### src/rtl/mem_arb_pkg.sv
// Shared types and helpers for the unified I/D memory port arbiter.
package mem_arb_pkg;

  // Transaction phase of the shared memory port.
  typedef enum logic [1:0] {
    IDLE  = 2'd0,
    ISSUE = 2'd1,
    WAIT  = 2'd2
  } arb_state_e;

  // Which requester owns the transaction currently in flight.
  typedef enum logic {
    OWN_I = 1'b0,
    OWN_D = 1'b1
  } arb_owner_e;

  // Data accesses win unless only fetch is asking, or fetch has been starved.
  // Only meaningful when at least one of the requests is high.
  function automatic arb_owner_e arb_pick(input logic i_req,
                                          input logic d_req,
                                          input logic starved);
    arb_owner_e owner;
    if (d_req && !(i_req && starved)) begin
      owner = OWN_D;
    end else begin
      owner = OWN_I;
    end
    return owner;
  endfunction

endpackage

### src/rtl/mem_arb_age.sv
// Saturating count of consecutive data grants made while a fetch is waiting.
// 'starved' tells the arbiter that fetch must win the next contested slot.
module mem_arb_age
  import mem_arb_pkg::*;
#(
  parameter int unsigned STARVE_MAX = 4
) (
  input  logic clk,
  input  logic reset,
  input  logic d_grant_while_i,
  input  logic i_grant,
  output logic starved
);

  localparam int unsigned   CW      = $clog2(STARVE_MAX + 1);
  localparam logic [CW-1:0] CNT_MAX = CW'(STARVE_MAX);

  logic [CW-1:0] cnt_q;
  logic [CW-1:0] cnt_d;

  // Next count: a fetch grant clears, a contested data grant adds one up to the cap.
  always_comb begin
    cnt_d = cnt_q;
    if (i_grant) begin
      cnt_d = {CW{1'b0}};
    end else if (d_grant_while_i && (cnt_q != CNT_MAX)) begin
      cnt_d = cnt_q + CW'(1'b1);
    end else begin
      cnt_d = cnt_q;
    end
  end

  // Counter register.
  always_ff @(posedge clk or posedge reset) begin
    if (reset) begin
      cnt_q <= {CW{1'b0}};
    end else begin
      cnt_q <= cnt_d;
    end
  end

  assign starved = (cnt_q == CNT_MAX);

endmodule

### src/rtl/mem_port_arbiter.sv
// Shares one memory request/response port between instruction fetch (I) and
// load/store (D). One transaction in flight at a time; D has priority with a
// bounded-starvation guard for I. All outputs come straight from flops.
module mem_port_arbiter
  import mem_arb_pkg::*;
#(
  parameter int unsigned AW         = 32,
  parameter int unsigned DW         = 32,
  parameter int unsigned STARVE_MAX = 4
) (
  input  logic            clk,
  input  logic            reset,
  // fetch port
  input  logic            i_req,
  input  logic [AW-1:0]   i_addr,
  output logic            i_gnt,
  output logic            i_rvalid,
  output logic [DW-1:0]   i_rdata,
  // load/store port
  input  logic            d_req,
  input  logic            d_we,
  input  logic [AW-1:0]   d_addr,
  input  logic [DW-1:0]   d_wdata,
  input  logic [DW/8-1:0] d_be,
  output logic            d_gnt,
  output logic            d_rvalid,
  output logic [DW-1:0]   d_rdata,
  // memory side
  output logic            m_valid,
  input  logic            m_ready,
  output logic            m_we,
  output logic [AW-1:0]   m_addr,
  output logic [DW-1:0]   m_wdata,
  output logic [DW/8-1:0] m_be,
  input  logic            m_rvalid,
  input  logic [DW-1:0]   m_rdata,
  output logic            busy
);

  localparam int unsigned BW = DW / 8;

  arb_state_e      state_q,    state_d;
  arb_owner_e      owner_q,    owner_d;
  logic            i_gnt_q,    i_gnt_d;
  logic            d_gnt_q,    d_gnt_d;
  logic            i_rvalid_q, i_rvalid_d;
  logic            d_rvalid_q, d_rvalid_d;
  logic [DW-1:0]   i_rdata_q,  i_rdata_d;
  logic [DW-1:0]   d_rdata_q,  d_rdata_d;
  logic            m_valid_q,  m_valid_d;
  logic            m_we_q,     m_we_d;
  logic [AW-1:0]   m_addr_q,   m_addr_d;
  logic [DW-1:0]   m_wdata_q,  m_wdata_d;
  logic [BW-1:0]   m_be_q,     m_be_d;

  logic            starved_s;
  arb_owner_e      pick_s;
  logic            d_grant_while_i_s;
  logic            i_grant_s;

  mem_arb_age #(
    .STARVE_MAX (STARVE_MAX)
  ) u_age (
    .clk             (clk),
    .reset           (reset),
    .d_grant_while_i (d_grant_while_i_s),
    .i_grant         (i_grant_s),
    .starved         (starved_s)
  );

  assign pick_s = arb_pick(i_req, d_req, starved_s);

  // Next-state and registered-output logic: arbitrate in IDLE, hold the
  // request in ISSUE until accepted, route the single response in WAIT.
  // Responses seen in IDLE or ISSUE are stale or illegal and are dropped.
  always_comb begin
    state_d           = state_q;
    owner_d           = owner_q;
    i_gnt_d           = 1'b0;
    d_gnt_d           = 1'b0;
    i_rvalid_d        = 1'b0;
    d_rvalid_d        = 1'b0;
    i_rdata_d         = {DW{1'b0}};
    d_rdata_d         = {DW{1'b0}};
    m_valid_d         = m_valid_q;
    m_we_d            = m_we_q;
    m_addr_d          = m_addr_q;
    m_wdata_d         = m_wdata_q;
    m_be_d            = m_be_q;
    d_grant_while_i_s = 1'b0;
    i_grant_s         = 1'b0;

    case (state_q)
      IDLE: begin
        if (i_req || d_req) begin
          state_d   = ISSUE;
          owner_d   = pick_s;
          m_valid_d = 1'b1;
          if (pick_s == OWN_D) begin
            d_gnt_d           = 1'b1;
            m_we_d            = d_we;
            m_addr_d          = d_addr;
            m_wdata_d         = d_wdata;
            m_be_d            = d_be;
            d_grant_while_i_s = i_req;
          end else begin
            i_gnt_d   = 1'b1;
            i_grant_s = 1'b1;
            m_we_d    = 1'b0;
            m_addr_d  = i_addr;
            m_wdata_d = {DW{1'b0}};
            m_be_d    = {BW{1'b0}};
          end
        end else begin
          state_d = IDLE;
        end
      end

      ISSUE: begin
        if (m_ready) begin
          state_d   = WAIT;
          m_valid_d = 1'b0;
        end else begin
          m_valid_d = 1'b1;
        end
      end

      WAIT: begin
        if (m_rvalid) begin
          state_d = IDLE;
          if (owner_q == OWN_D) begin
            d_rvalid_d = 1'b1;
            // a store completion carries no data
            d_rdata_d  = m_we_q ? {DW{1'b0}} : m_rdata;
          end else begin
            i_rvalid_d = 1'b1;
            i_rdata_d  = m_rdata;
          end
        end else begin
          state_d = WAIT;
        end
      end

      default: begin
        state_d   = IDLE;
        m_valid_d = 1'b0;
      end
    endcase
  end

  // State and output registers; reset drops any in-flight transaction.
  always_ff @(posedge clk or posedge reset) begin
    if (reset) begin
      state_q    <= IDLE;
      owner_q    <= OWN_I;
      i_gnt_q    <= 1'b0;
      d_gnt_q    <= 1'b0;
      i_rvalid_q <= 1'b0;
      d_rvalid_q <= 1'b0;
      i_rdata_q  <= {DW{1'b0}};
      d_rdata_q  <= {DW{1'b0}};
      m_valid_q  <= 1'b0;
      m_we_q     <= 1'b0;
      m_addr_q   <= {AW{1'b0}};
      m_wdata_q  <= {DW{1'b0}};
      m_be_q     <= {BW{1'b0}};
    end else begin
      state_q    <= state_d;
      owner_q    <= owner_d;
      i_gnt_q    <= i_gnt_d;
      d_gnt_q    <= d_gnt_d;
      i_rvalid_q <= i_rvalid_d;
      d_rvalid_q <= d_rvalid_d;
      i_rdata_q  <= i_rdata_d;
      d_rdata_q  <= d_rdata_d;
      m_valid_q  <= m_valid_d;
      m_we_q     <= m_we_d;
      m_addr_q   <= m_addr_d;
      m_wdata_q  <= m_wdata_d;
      m_be_q     <= m_be_d;
    end
  end

  assign i_gnt    = i_gnt_q;
  assign d_gnt    = d_gnt_q;
  assign i_rvalid = i_rvalid_q;
  assign d_rvalid = d_rvalid_q;
  assign i_rdata  = i_rdata_q;
  assign d_rdata  = d_rdata_q;
  assign m_valid  = m_valid_q;
  assign m_we     = m_we_q;
  assign m_addr   = m_addr_q;
  assign m_wdata  = m_wdata_q;
  assign m_be     = m_be_q;
  assign busy     = (state_q != IDLE);

endmodule

### config.mk
export PLATFORM = sky130hd
export DESIGN_NAME = mem_port_arbiter
export DESIGN_NICKNAME = d
export VERILOG_FILES = /design/src/rtl/mem_arb_pkg.sv /design/src/rtl/mem_arb_age.sv /design/src/rtl/mem_port_arbiter.sv
export SDC_FILE = /design/constraint.sdc
export NUM_CORES = 1
export LEC_CHECK = 0
export ABC_AREA = 1
export CAP_MARGIN = 20
export CORE_MARGIN = 5
export CORE_UTILIZATION = 41
export DETAILED_ROUTE_END_ITERATION = 8
export PLACE_DENSITY = 0.87
export SKIP_CTS_REPAIR_TIMING = 1
export SLEW_MARGIN = 15
export SYNTH_ARGS = -nofsm -noshare
export SYNTH_HDL_FRONTEND = slang
export SYNTH_SLANG_ARGS = --single-unit
export TNS_END_PERCENT = 1
### constraint.sdc
create_clock -name clk -period 5.78 [get_ports clk]
set_clock_uncertainty 0.1 [all_clocks]
set_input_delay 1.156 -clock clk [delete_from_list [all_inputs] [get_ports clk]]
set_output_delay 1.156 -clock clk [all_outputs]
set_load 0.01 [all_outputs]
* Word level (Yosys, flattened, before mapping)
Index checks and enable logic that the tools add are counted.
** Operators by class
- Add/subtract/negate cells :: 1
- Eq/ne operators :: 6
- Multiplexer cells :: 36
- Bitwise operators :: 1
- Reduce and logical (&&, ||, !) cells :: 10
** Operators by type and width (count)
- $mux 32 :: 9
- $mux 1 :: 20
- $mux 3 :: 2
- $pmux 2 s3 :: 1
- $mux 2 :: 2
- $mux 4 :: 1
- $ne 2x2->1 const B :: 2
- $reduce_and 2->1 :: 2
- $reduce_bool 2->1 :: 2
- $add 3x1->3 const B :: 1
- $eq 3x3->1 const B :: 1
- $logic_and 1x1->1 :: 3
- $ne 3x3->1 const B :: 1
- $pmux 1 s3 :: 1
- $eq 2x1->1 const B :: 1
- $eq 2x2->1 const B :: 1
- $logic_not 2->1 :: 1
- $logic_not 1->1 :: 1
- $logic_or 1x1->1 :: 1
- $not 1->1 :: 1
** Storage, ports and cells
- Register bits :: 144
- Bits of input ports :: 139
- Output and inout port bits :: 139
- Logic and storage cells :: 68

* Longest topological paths before layout
Gate-level depths: netlist of the first run.
- Depth after elaboration :: 11
- Mapped depth :: 8
- Mapped depth without buffers :: 7

* Cells and area by module
A second synthesis of the first run with hierarchy kept.
** Unflattened totals
- Cell total of the unflattened synthesis :: 628
- Area total of the unflattened synthesis :: 5774.3 um^2
** Modules (own cells, without submodules)
- mem_port_arbiter :: times used 1, cells an instance 602, area each 5585.4 um^2, seq. area each 3528.4 um^2
- mem_arb_age :: times used 1, cells an instance 26, area each 188.9 um^2, seq. area each 75.1 um^2

* Least setup slack after synthesis of the first run
No wires, ideal clock.
- Path kind :: in2reg
- From :: input port d_req
- To :: register m_addr_q[0] (netlist: m_addr[0])
- Setup time :: 0.065 ns
- Data arrival time :: 1.924 ns
- Required time :: 5.615 ns
- Setup slack :: 3.691 ns
- Stages on the path :: 6
- Buffers on the path :: 3
- Path through :: buf_2 -> o21ai_2 -> buf_4 -> buf_4 -> nand2_1 -> nand2_1
** On the way
- Cells in the longest elaborated chain, start to end :: 3
- Elaborated cells between the ends (all ways) :: 5
- Those cells by class :: 2 x mux; 3 x reduce/logical
** Ends and longest elaborated chain
- start: declaration :: line mem_port_arbiter.sv:20 : input logic d_req,
- $logic_and 1x1->1 :: line mem_arb_pkg.sv:23 : if (d_req && !(i_req && starved)) begin
- $mux 1 :: line mem_arb_pkg.sv:23
- $mux 32 :: line mem_port_arbiter.sv:99 : if (pick_s == OWN_D) begin
- end signal: assignment :: line mem_port_arbiter.sv:164 : m_addr_q <= {AW{1'b0}};
- end signal: assignment :: line mem_port_arbiter.sv:178 : m_addr_q <= m_addr_d;
- end: declaration :: line mem_port_arbiter.sv:52 : logic [AW-1:0] m_addr_q, m_addr_d;
Parallel ways exist; a longest one is shown, timed or not.
A chain may end at the register's enable or synchronous reset.

* Final worst setup path of the first run
- From :: input port i_req
- To :: register u_age.cnt_q[2]
** On the way
- Cells in the longest elaborated chain, start to end :: 9
- Elaborated cells between the ends (all ways) :: 14
- Those cells by class :: 8 x mux; 6 x reduce/logical
** Ends and longest elaborated chain
- start: declaration :: line mem_port_arbiter.sv:14 : input logic i_req,
- $logic_and 1x1->1 :: line mem_arb_pkg.sv:23
- $logic_not 1->1 :: line mem_arb_pkg.sv:23
- $logic_and 1x1->1 :: line mem_arb_pkg.sv:23
- $mux 1 :: line mem_arb_pkg.sv:23
- $mux 1 :: line mem_port_arbiter.sv:99
- $mux 1 :: line mem_port_arbiter.sv:95 : if (i_req || d_req) begin
- $mux 1 :: line mem_port_arbiter.sv:93 : case (state_q)
- $logic_and 1x1->1 :: line mem_arb_age.sv:26 : end else if (d_grant_while_i && (cnt_q != CNT_MAX)) begin
- $reduce_bool 2->1 (no line)
- end signal: assignment :: line mem_arb_age.sv:36 : cnt_q <= {CW{1'b0}};
- end signal: assignment :: line mem_arb_age.sv:38 : cnt_q <= cnt_d;
- end: declaration :: line mem_arb_age.sv:18 : logic [CW-1:0] cnt_q;
Parallel ways exist; a longest one is shown, timed or not.

==> results.md, run 1 <==
* Status: complete, no violations
* CTS tree: built
* Setup_tns at 0 ps
* Layout cells sized above 1 at under 10%
* Avg Cell Area, Syn at 8.80 sq um
* Worst path max stage delay at roughly 760 ps
* Full die area at 16400 sq um
* Overall Global Routing Usage at a little over a fifth
* Cell variety after synth at 20
* Critical path peak fanout at 34
* Slew Viols, Final at 0
* Hold Vio Cnt, Final at 0
* Drt total wl at roughly 17000 um
* Largest area contributor in the netlist: dfrtp_1
* Pwr Density at 439 nW/um^2
* Crit start category: input port
* Cell mode on critical path: nand2_1
* Most frequent cells after synthesis: nand2_1, dfrtp_1, inv_1
* Starting Density at 41.4%
* DR WL/cell at between 15 and 20 um
* Clock latency on the worst-skew pair at about 410 ps
* Routed Antenna Nets at 0
* Die W at about 130 um
* Slowest stage cell, crit path: nand2_2
* Count leader, synth: nand2_1
* Ys async rst share at 100%
* First-pass GRT wire length at 26700 um
* FF+latch count, synth at roughly 140
* Yosys warns at 0
* Largest net degree at the start of global routing at 110
* Die height at ~130 um
* DRC at 0
* Synth Flop Type: dfrtp_1
* Vias in the first global route at around 5200
* Initial antenna violation count at 1
* Final Critical Period at 3320 ps
* Worst VDD drop at 0.000218 V
* Clk buf depth at 2
* Worst-Margin Slew at 1070 ps
* Root buffer cell: clkbuf_16
* Setup violators final at 0
* Sequential fraction of the synthesis area at 63.2%
* Mapped cell area at ~5700 sq um
* Synth top area share at a little over three fifths
* GP Congestion at just over 0.8
* Dpl ws at around 2000 ps
* Vias at approximately 5000
* Average vias per placed instance at between 4 and 5
* PortBufs at between 200 and 300
* Setup Crit Path Kind: input port to flop
* Drt pass-1 iters at 4
* Hold crit path type: flop to flop
* H-Tree Depth at 4
* CP Capture Type: flop
* # rows at 43
* I/O pin cnt at 278
* Max Freq at roughly 0.30 GHz
* EDFF count, synth at 0
* Num Clock Sinks at 144
* Data required, critical path at roughly 6000 ps
* Lkg Pwr at ~4.8 nW
* Slew margin rel. at around 28%
* RSZ-0062 raised after global routing: false
* Final nets at 1061
* Total core area at approximately 14000 sq um
* Arrival time at the worst endpoint at 3520 ps
* CTS buffer count at 17
* Number of max-cap violations at 0
* DRT iter0 DRCs at between 300 and 400
* Slack of the critical path at between 2000 and 2500 ps
* Synth Net Count at 789
* Post-DP HPWL at 12700 um
* CTS clk-pin slew, worst paths at ~60 ps
* Ranking of synthesized cells by area: dfrtp_1, nand2_1, inv_1
* Grt ovf at 0
* CP cell instances: clkdlybuf4s50_1, nand3_2, nand2_2, nand2_1, nand3_1, nand2_1
* Final Cycle Share at between 50% and 60%
* Filler cells at between 1000 and 1500
* Synth-to-Final Area Change at 62.6%
* Mapped Cells at ~650
## kinds of logic (layout without fill, tap and decap cells)
group	Yosys count	in the layout	share of synthesized area, %
simple gates	358	358	25.7
flops	144	144	63.2
buf+inv	136	420	9.79
compound gates	7	7	0.703
fa+ha+maj	2	2	0.439
xor+xnor	1	1	0.154
other cells	0	1	0
## where the power goes
group,internal (W),switching (W),total [W]
registers,0.00128,0.000157,0.00144
logic,0.000698,0.000714,0.00141
clock network,0.000775,0.000441,0.00122
total,0.00276,0.00131,0.00407
## sequential cells by signal (all words and copies together), names as in the netlist
name	flops
d_gnt	1
d_rdata	32
d_rvalid	1
i_gnt	1
i_rdata	32
i_rvalid	1
m_addr	32
m_be	4
m_valid	1
m_wdata	32
m_we	1
owner_q	1
state_q	2
u_age.cnt_q	3
## metal layers
metal,wire [um],track usage [%],share of wire (%)
met1,6620,24.9,38
met2,8320,34.7,48
met3,1820,7.58,11
met4,438,7.55,2.5
met5,0,0,0
## path summary, 6_finish.rpt
check                      cells past startpoint             end  slack, ps           start
hold / removal                                 2     m_wdata[18]        380     m_wdata[18]
hold reg to reg                                2     m_wdata[18]        380     m_wdata[18]
setup reg to reg                               7  u_age.cnt_q[2]       3180  u_age.cnt_q[0]
min in group asynchronous                      2     i_rdata[11]       1230           reset
max in group asynchronous                      3      m_wdata[3]       3260           reset
setup / recovery                               6  u_age.cnt_q[2]       2460           i_req
## critical path, delay by kind of cell
family,cells,cell delay [ps]
AND/OR/NAND/NOR,5,1720
buffers and inverters,1,610
## layout by cell type (no fill, tap or decap)
cell type        instances
nand3b_1                 1
inv_8                    1
diode_2                  1
nand4_1                  2
nand2_1                214
clkbuf_16               17
clkinv_4                 3
clkinvlp_4               1
inv_2                    1
nand3_1                 69
inv_1                  105
ha_1                     2
xor2_1                   1
o21ai_0                  5
o21ai_4                  1
dfrtp_1                144
bufinv_16                5
nor2_1                  67
buf_4                    4
nor2_4                   1
clkdlybuf4s50_1        277
nand2_2                  1
nand3_2                  2
buf_16                   1
o22ai_1                  1
inv_6                    5
nor2_2                   1
## per-stage QoR
| stage | hold WS (ps) | instances | power, W | cell area, sq um | util [%] |
|---|---|---|---|---|---|
| 2_1_floorplan | 377 | 648 | 0.00209 | 5700 | - |
| 3_3_place_gp | 361 | 1080 | 0.00283 | 8580 | 62.3 |
| 3_5_place_dp | 364 | 1081 | 0.00288 | 8610 | 62.5 |
| 4_1_cts | 382 | 1112 | 0.00411 | 9270 | 67.3 |
| 5_1_grt | 397 | 1113 | 0.00429 | 9270 | 67.3 |
| 6_report | 375 | 1113 | 0.00407 | 9270 | 67.3 |
## layout make-up
class	count	area (sq um)	share of cell area, %
inverters	107	407	4.39
well taps	180	225	2.43
repair buffers	282	2830	30.5
flip-flops and latches	144	3600	38.9
diodes	1	2.50	0.0270
multi-input cells	368	1550	16.7
clock inverters	14	230	2.48
clock buffers	17	425	4.59
Power figures use the tool's default switching activity.
==> run 2, diff against run 1 <==
- clock period: 5.78 -> 3.2 ns (I/O delays scaled with it)
==> run 2 against run 1 <==
  * Non-clock buffer count rose by 3
  * Combinational power is 83% higher
  * Sequential cell count unchanged
  * Critical path depth shrank 3
  * Total power grew 78%
  * Core utilization hardly changed
  * Sequential power up 81%
  * Cell area hardly changed
  * First-iteration DRC count increased by 3.0%
  * Largest power group unchanged
==> results.md, run 2 (synthesis results as in run 1) <==
* Number of max-cap violations at 0
* RSZ-0062 raised after global routing: false
* Setup violators final at 0
* Average vias per placed instance at roughly 4.6
* CTS clk-pin slew, worst paths at around 60 ps
* CTS tree: built
* Slew margin rel. at a little under three fifths
* Num Clock Sinks at roughly 140
* Synth-to-Final Area Change at 62.6%
* Slack of the critical path at 725 ps
* Final nets at approximately 1100
* Die W at between 100 and 150 um
* CP Capture Type: primary output
* Clock latency on the worst-skew pair at ~410 ps
* Grt ovf at 0
* Fin Hold WS at between 300 and 400 ps
* Die height at between 100 and 150 um
* Data required, critical path at between 2000 and 2500 ps
* Overall Global Routing Usage at roughly 21%
* CTS buffer count at 17
* Worst-Margin Slew at roughly 640 ps
* Hold EP: m_addr[27]
* I/O pin cnt at 278
* Hold Vio Cnt, Final at 0
* Final Cycle Share at slightly below 80%
* Starting Density at about two fifths
* Crit start category: flop
* Critical path peak fanout at 5
* Max Freq at between 0.4 and 0.5 GHz
* Initial antenna violation count at 0
* Pwr Density at between 700 and 800 nW/um^2
* Clk buf depth at 2
* Total core area at ~14000 sq um
* Commonest non-fill, non-tap cell in the layout: clkdlybuf4s50_1
* Arrival time at the worst endpoint at about 1700 ps
* Setup slack, reg-to-reg at 1230 ps
* Status: complete, no violations
* Vias at roughly 5100
* Hold crit path type: flop to flop
* GP Congestion at 0.850
* First-pass GRT wire length at around 27000 um
* PortBufs at 277
* Largest net degree at the start of global routing at 89
* Post-DP HPWL at roughly 13000 um
* DRT iter0 DRCs at about 350
* Worst reg2reg startpoint: u_age.cnt_q[0]
* Full die area at 16400 sq um
* Fin area at roughly 9000 sq um
* Setup Crit Path Kind: flop to primary output
* Layout cells sized above 1 at about 5.0%
* Routed Antenna Nets at 0
* Final Critical Period at roughly 2500 ps
* Fin util at ~67%
* DRC at 0
* Number of antenna diodes at 0
* Post-DP Area at 8650 sq um
* Hold depth at 2
* Root buffer cell: clkbuf_16
* Dpl ws at between 500 and 600 ps
* Filler cells at around 1100
* # rows at 43
* DR WL/cell at between 15 and 20 um
* Lkg Pwr at around 4.8 nW
* Worst r2r dst: u_age.cnt_q[2]
* Drt total wl at ~17000 um
* Slew Viols, Final at 0
* Most frequent cells in the layout: clkdlybuf4s50_1, nand2_1, dfrtp_1
* Min-delay src: m_addr[27]
* Worst VDD drop at 0.000395 V
* FF-to-FF path depth at 7
* Setup_tns at 0 ps
* Vias in the first global route at 5207
* H-Tree Depth at 4
* Drt pass-1 iters at 8
==> run 2: cell count changes in the layout (fill, tap and decap cells not counted), sizes merged <==
cell	change
clkinvlp	+4
inv	-4
buf	+3
bufinv	-1
clkbuf	+1
clkinv	+1
diode	-1
==> run 2: power breakdown <==
group	total, W	switching, W	internal (W)	leakage [nW]
clock network	0.00206	0.000759	0.00130	0.292
registers	0.00260	0.000281	0.00232	1.89
logic	0.00258	0.00130	0.00128	2.60
==> run 2: how the worst max path moves through the flow <==
stage / cells past startpoint / from / end / slack [ps]
floorplan: 1 / reset / d_gnt / 650
global placement: 6 / i_req / u_age.cnt_q[2] / 620
detailed placement: 6 / i_req / u_age.cnt_q[0] / 600
CTS: 3 / state_q[0] / busy / 690
global route: 3 / state_q[1] / busy / 610
finish: 3 / state_q[1] / busy / 730
==> run 2: layout make-up <==
class	instances	area (sq um)	share of cell area [%]
Tap cell	180	225	2.43
Inverter	107	405	4.37
Sequential cell	144	3600	38.9
Clock buffer	18	429	4.63
Timing Repair Buffer	285	2870	31.0
Multi-Input combinational cell	368	1550	16.7
Clock inverter	14	188	2.03
==> run 2: worst max-delay path: stages, from the launching register on <==
cell	delay, ps
dfrtp_1	420
inv_1	130
nand2_1	190
clkdlybuf4s50_1	590
==> run 2: through the flow <==
| stage | power (W) | cells |
|---|---|---|
| CTS | 0.00734 | 1116 |
| floorplan | 0.00377 | 648 |
| detailed placement | 0.00523 | 1084 |
| global placement | 0.00516 | 1084 |
| global route | 0.00769 | 1116 |
| finish | 0.00724 | 1116 |
==> run 2: metal layers <==
layer  GRT usage [%]  share of wire (%)  up-vias
met5               0                  0        -
met4            6.99                1.9        0
met3            8.00                9.8       22
met2            36.5                 50      246
met1            25.0                 38     2378
li1                -                  -     2465
==> run 3, diff against run 2 <==
- clock period: 3.2 -> 2.4 ns (I/O delays scaled with it)
==> run 3 against run 2 <==
  * Setup slack got worse by 620 ps
  * Critical path type unchanged
  * Combinational power increased by 34%
  * Wire length down 1.3%
  * Final cell count grew 0.27%
==> results.md, run 3 (synthesis results as in run 1) <==
* Commonest non-fill, non-tap cell in the layout: clkdlybuf4s50_1
* Routed Antenna Nets at 0
* Root buffer cell: clkbuf_16
* Final Cycle Share at between 90% and 100%
* Max Freq at approximately 0.44 GHz
* Most frequent cells in the layout: clkdlybuf4s50_1, nand2_1, dfrtp_1
* DRC at 0
* Largest net degree at the start of global routing at ~80
* Filler cells at 1069
* Clock latency on the worst-skew pair at 410 ps
* Final Critical Period at 2290 ps
* Hold crit path type: flop to flop
* Synth-to-Final Area Change at 63.1%
* DRT iter0 DRCs at ~320
* Vias in the first global route at roughly 5100
* Slowest stage cell, crit path: clkdlybuf4s50_1
* Overall Global Routing Usage at between 20% and 30%
* Arrival time at the worst endpoint at 1710 ps
* Initial antenna violation count at 0
* PortBufs at 277
* Critical path peak fanout at 5
* Data required, critical path at between 1500 and 2000 ps
* I/O pin cnt at roughly 280
* Worst VDD drop at 0.000556 V
* Num Clock Sinks at between 100 and 150
* Hold Vio Cnt, Final at 0
* Die W at about 130 um
* Full die area at about 16000 sq um
* CTS buffer count at 17
* GP Congestion at 0.872
* CP Capture Type: primary output
* Fin area at about 9300 sq um
* CP cell instances: inv_1, nand2_2, clkdlybuf4s50_1
* RSZ-0062 raised after global routing: false
* CTS clk-pin slew, worst paths at approximately 60 ps
* Drt pass-1 iters at 4
* Starting Density at around two fifths
* Vias at between 5000 and 6000
* Setup_tns at 0 ps
* H-Tree Depth at 4
* Crit start category: flop
* Status: complete, no violations
* Setup violators final at 0
* Post-DP Area at 8700 sq um
* Final nets at 1067
* Slew Viols, Final at 0
* CTS tree: built
* Number of antenna diodes at 0
* Post-DP HPWL at roughly 13000 um
* Worst path max stage delay at ~570 ps
* Average vias per placed instance at 4.53
* Total core area at about 14000 sq um
* Pwr Density at approximately 1000 nW/um^2
* Worst-Margin Slew at around 760 ps
* Clk buf depth at 2
* # rows at 43
* First-pass GRT wire length at about 27000 um
* Number of max-cap violations at 0
* Layout cells sized above 1 at under 10%
* Drt total wl at 17100 um
* Setup Crit Path Kind: flop to primary output
* Grt ovf at 0
* Die height at roughly 130 um
* DR WL/cell at between 15 and 20 um
* Lkg Pwr at 4.80 nW
* Slew margin rel. at roughly half
[run 3: worst paths after layout]
path                                 start              to  slack [ps]  depth (start not counted)
worst min-delay path               m_be[1]         m_be[1]         380                          2
max in group asynchronous            reset     m_wdata[10]        1340                          3
min in group asynchronous            reset     m_wdata[13]         450                          3
worst max register to register  state_q[1]  u_age.cnt_q[0]         450                          6
worst min register to register     m_be[1]         m_be[1]         380                          2
worst max-delay path            state_q[1]            busy         110                          3
[run 3: cell type report]
type                       instances  area [sq um]  share of cell area, %
timing repair buffer             288          2920                   31.4
clock buffer                      17           425                   4.58
multi-input combinational        368          1550                   16.6
inverter                         107           405                   4.36
tap                              180           225                   2.42
clock inverter                    15           173                   1.86
sequential                       144          3600                   38.8
[run 3: power breakdown]
part	switching, W	leakage, nW	internal (W)
Clock	0.00108	0.290	0.00157
Sequential	0.000382	1.89	0.00309
Combinational	0.00172	2.62	0.00174
[run 3: metal layers]
layer	part of all wire, %	global-route usage, %	vias up	wire length (um)
met3	10	8.67	17	1790
met5	0	0	-	0
li1	-	-	2472	-
met2	49	35.8	235	8460
met4	1.3	4.87	0	227
met1	39	25.5	2347	6650
[run 3: metrics by stage]
| stage | worst slack (ps) | util (%) | hold WS, ps | power, W | cells |
|---|---|---|---|---|---|
| after floorplan | 15.0 | - | 377 | 0.00502 | 648 |
| after global placement | 187 | 63.1 | 362 | 0.00691 | 1087 |
| after detailed placement | 136 | 63.1 | 364 | 0.00699 | 1087 |
| after CTS | 5.52 | 67.5 | 381 | 0.00968 | 1119 |
| after global routing | 23.7 | 67.5 | 389 | 0.0102 | 1119 |
| final | 108 | 67.5 | 379 | 0.00958 | 1119 |
[run 3: worst max-delay path, delay by kind of cell, from the launching register on]
family	cells	cell delay (ps)
buffers and inverters	2	700
DFF	1	440
and+or+nand+nor	1	170
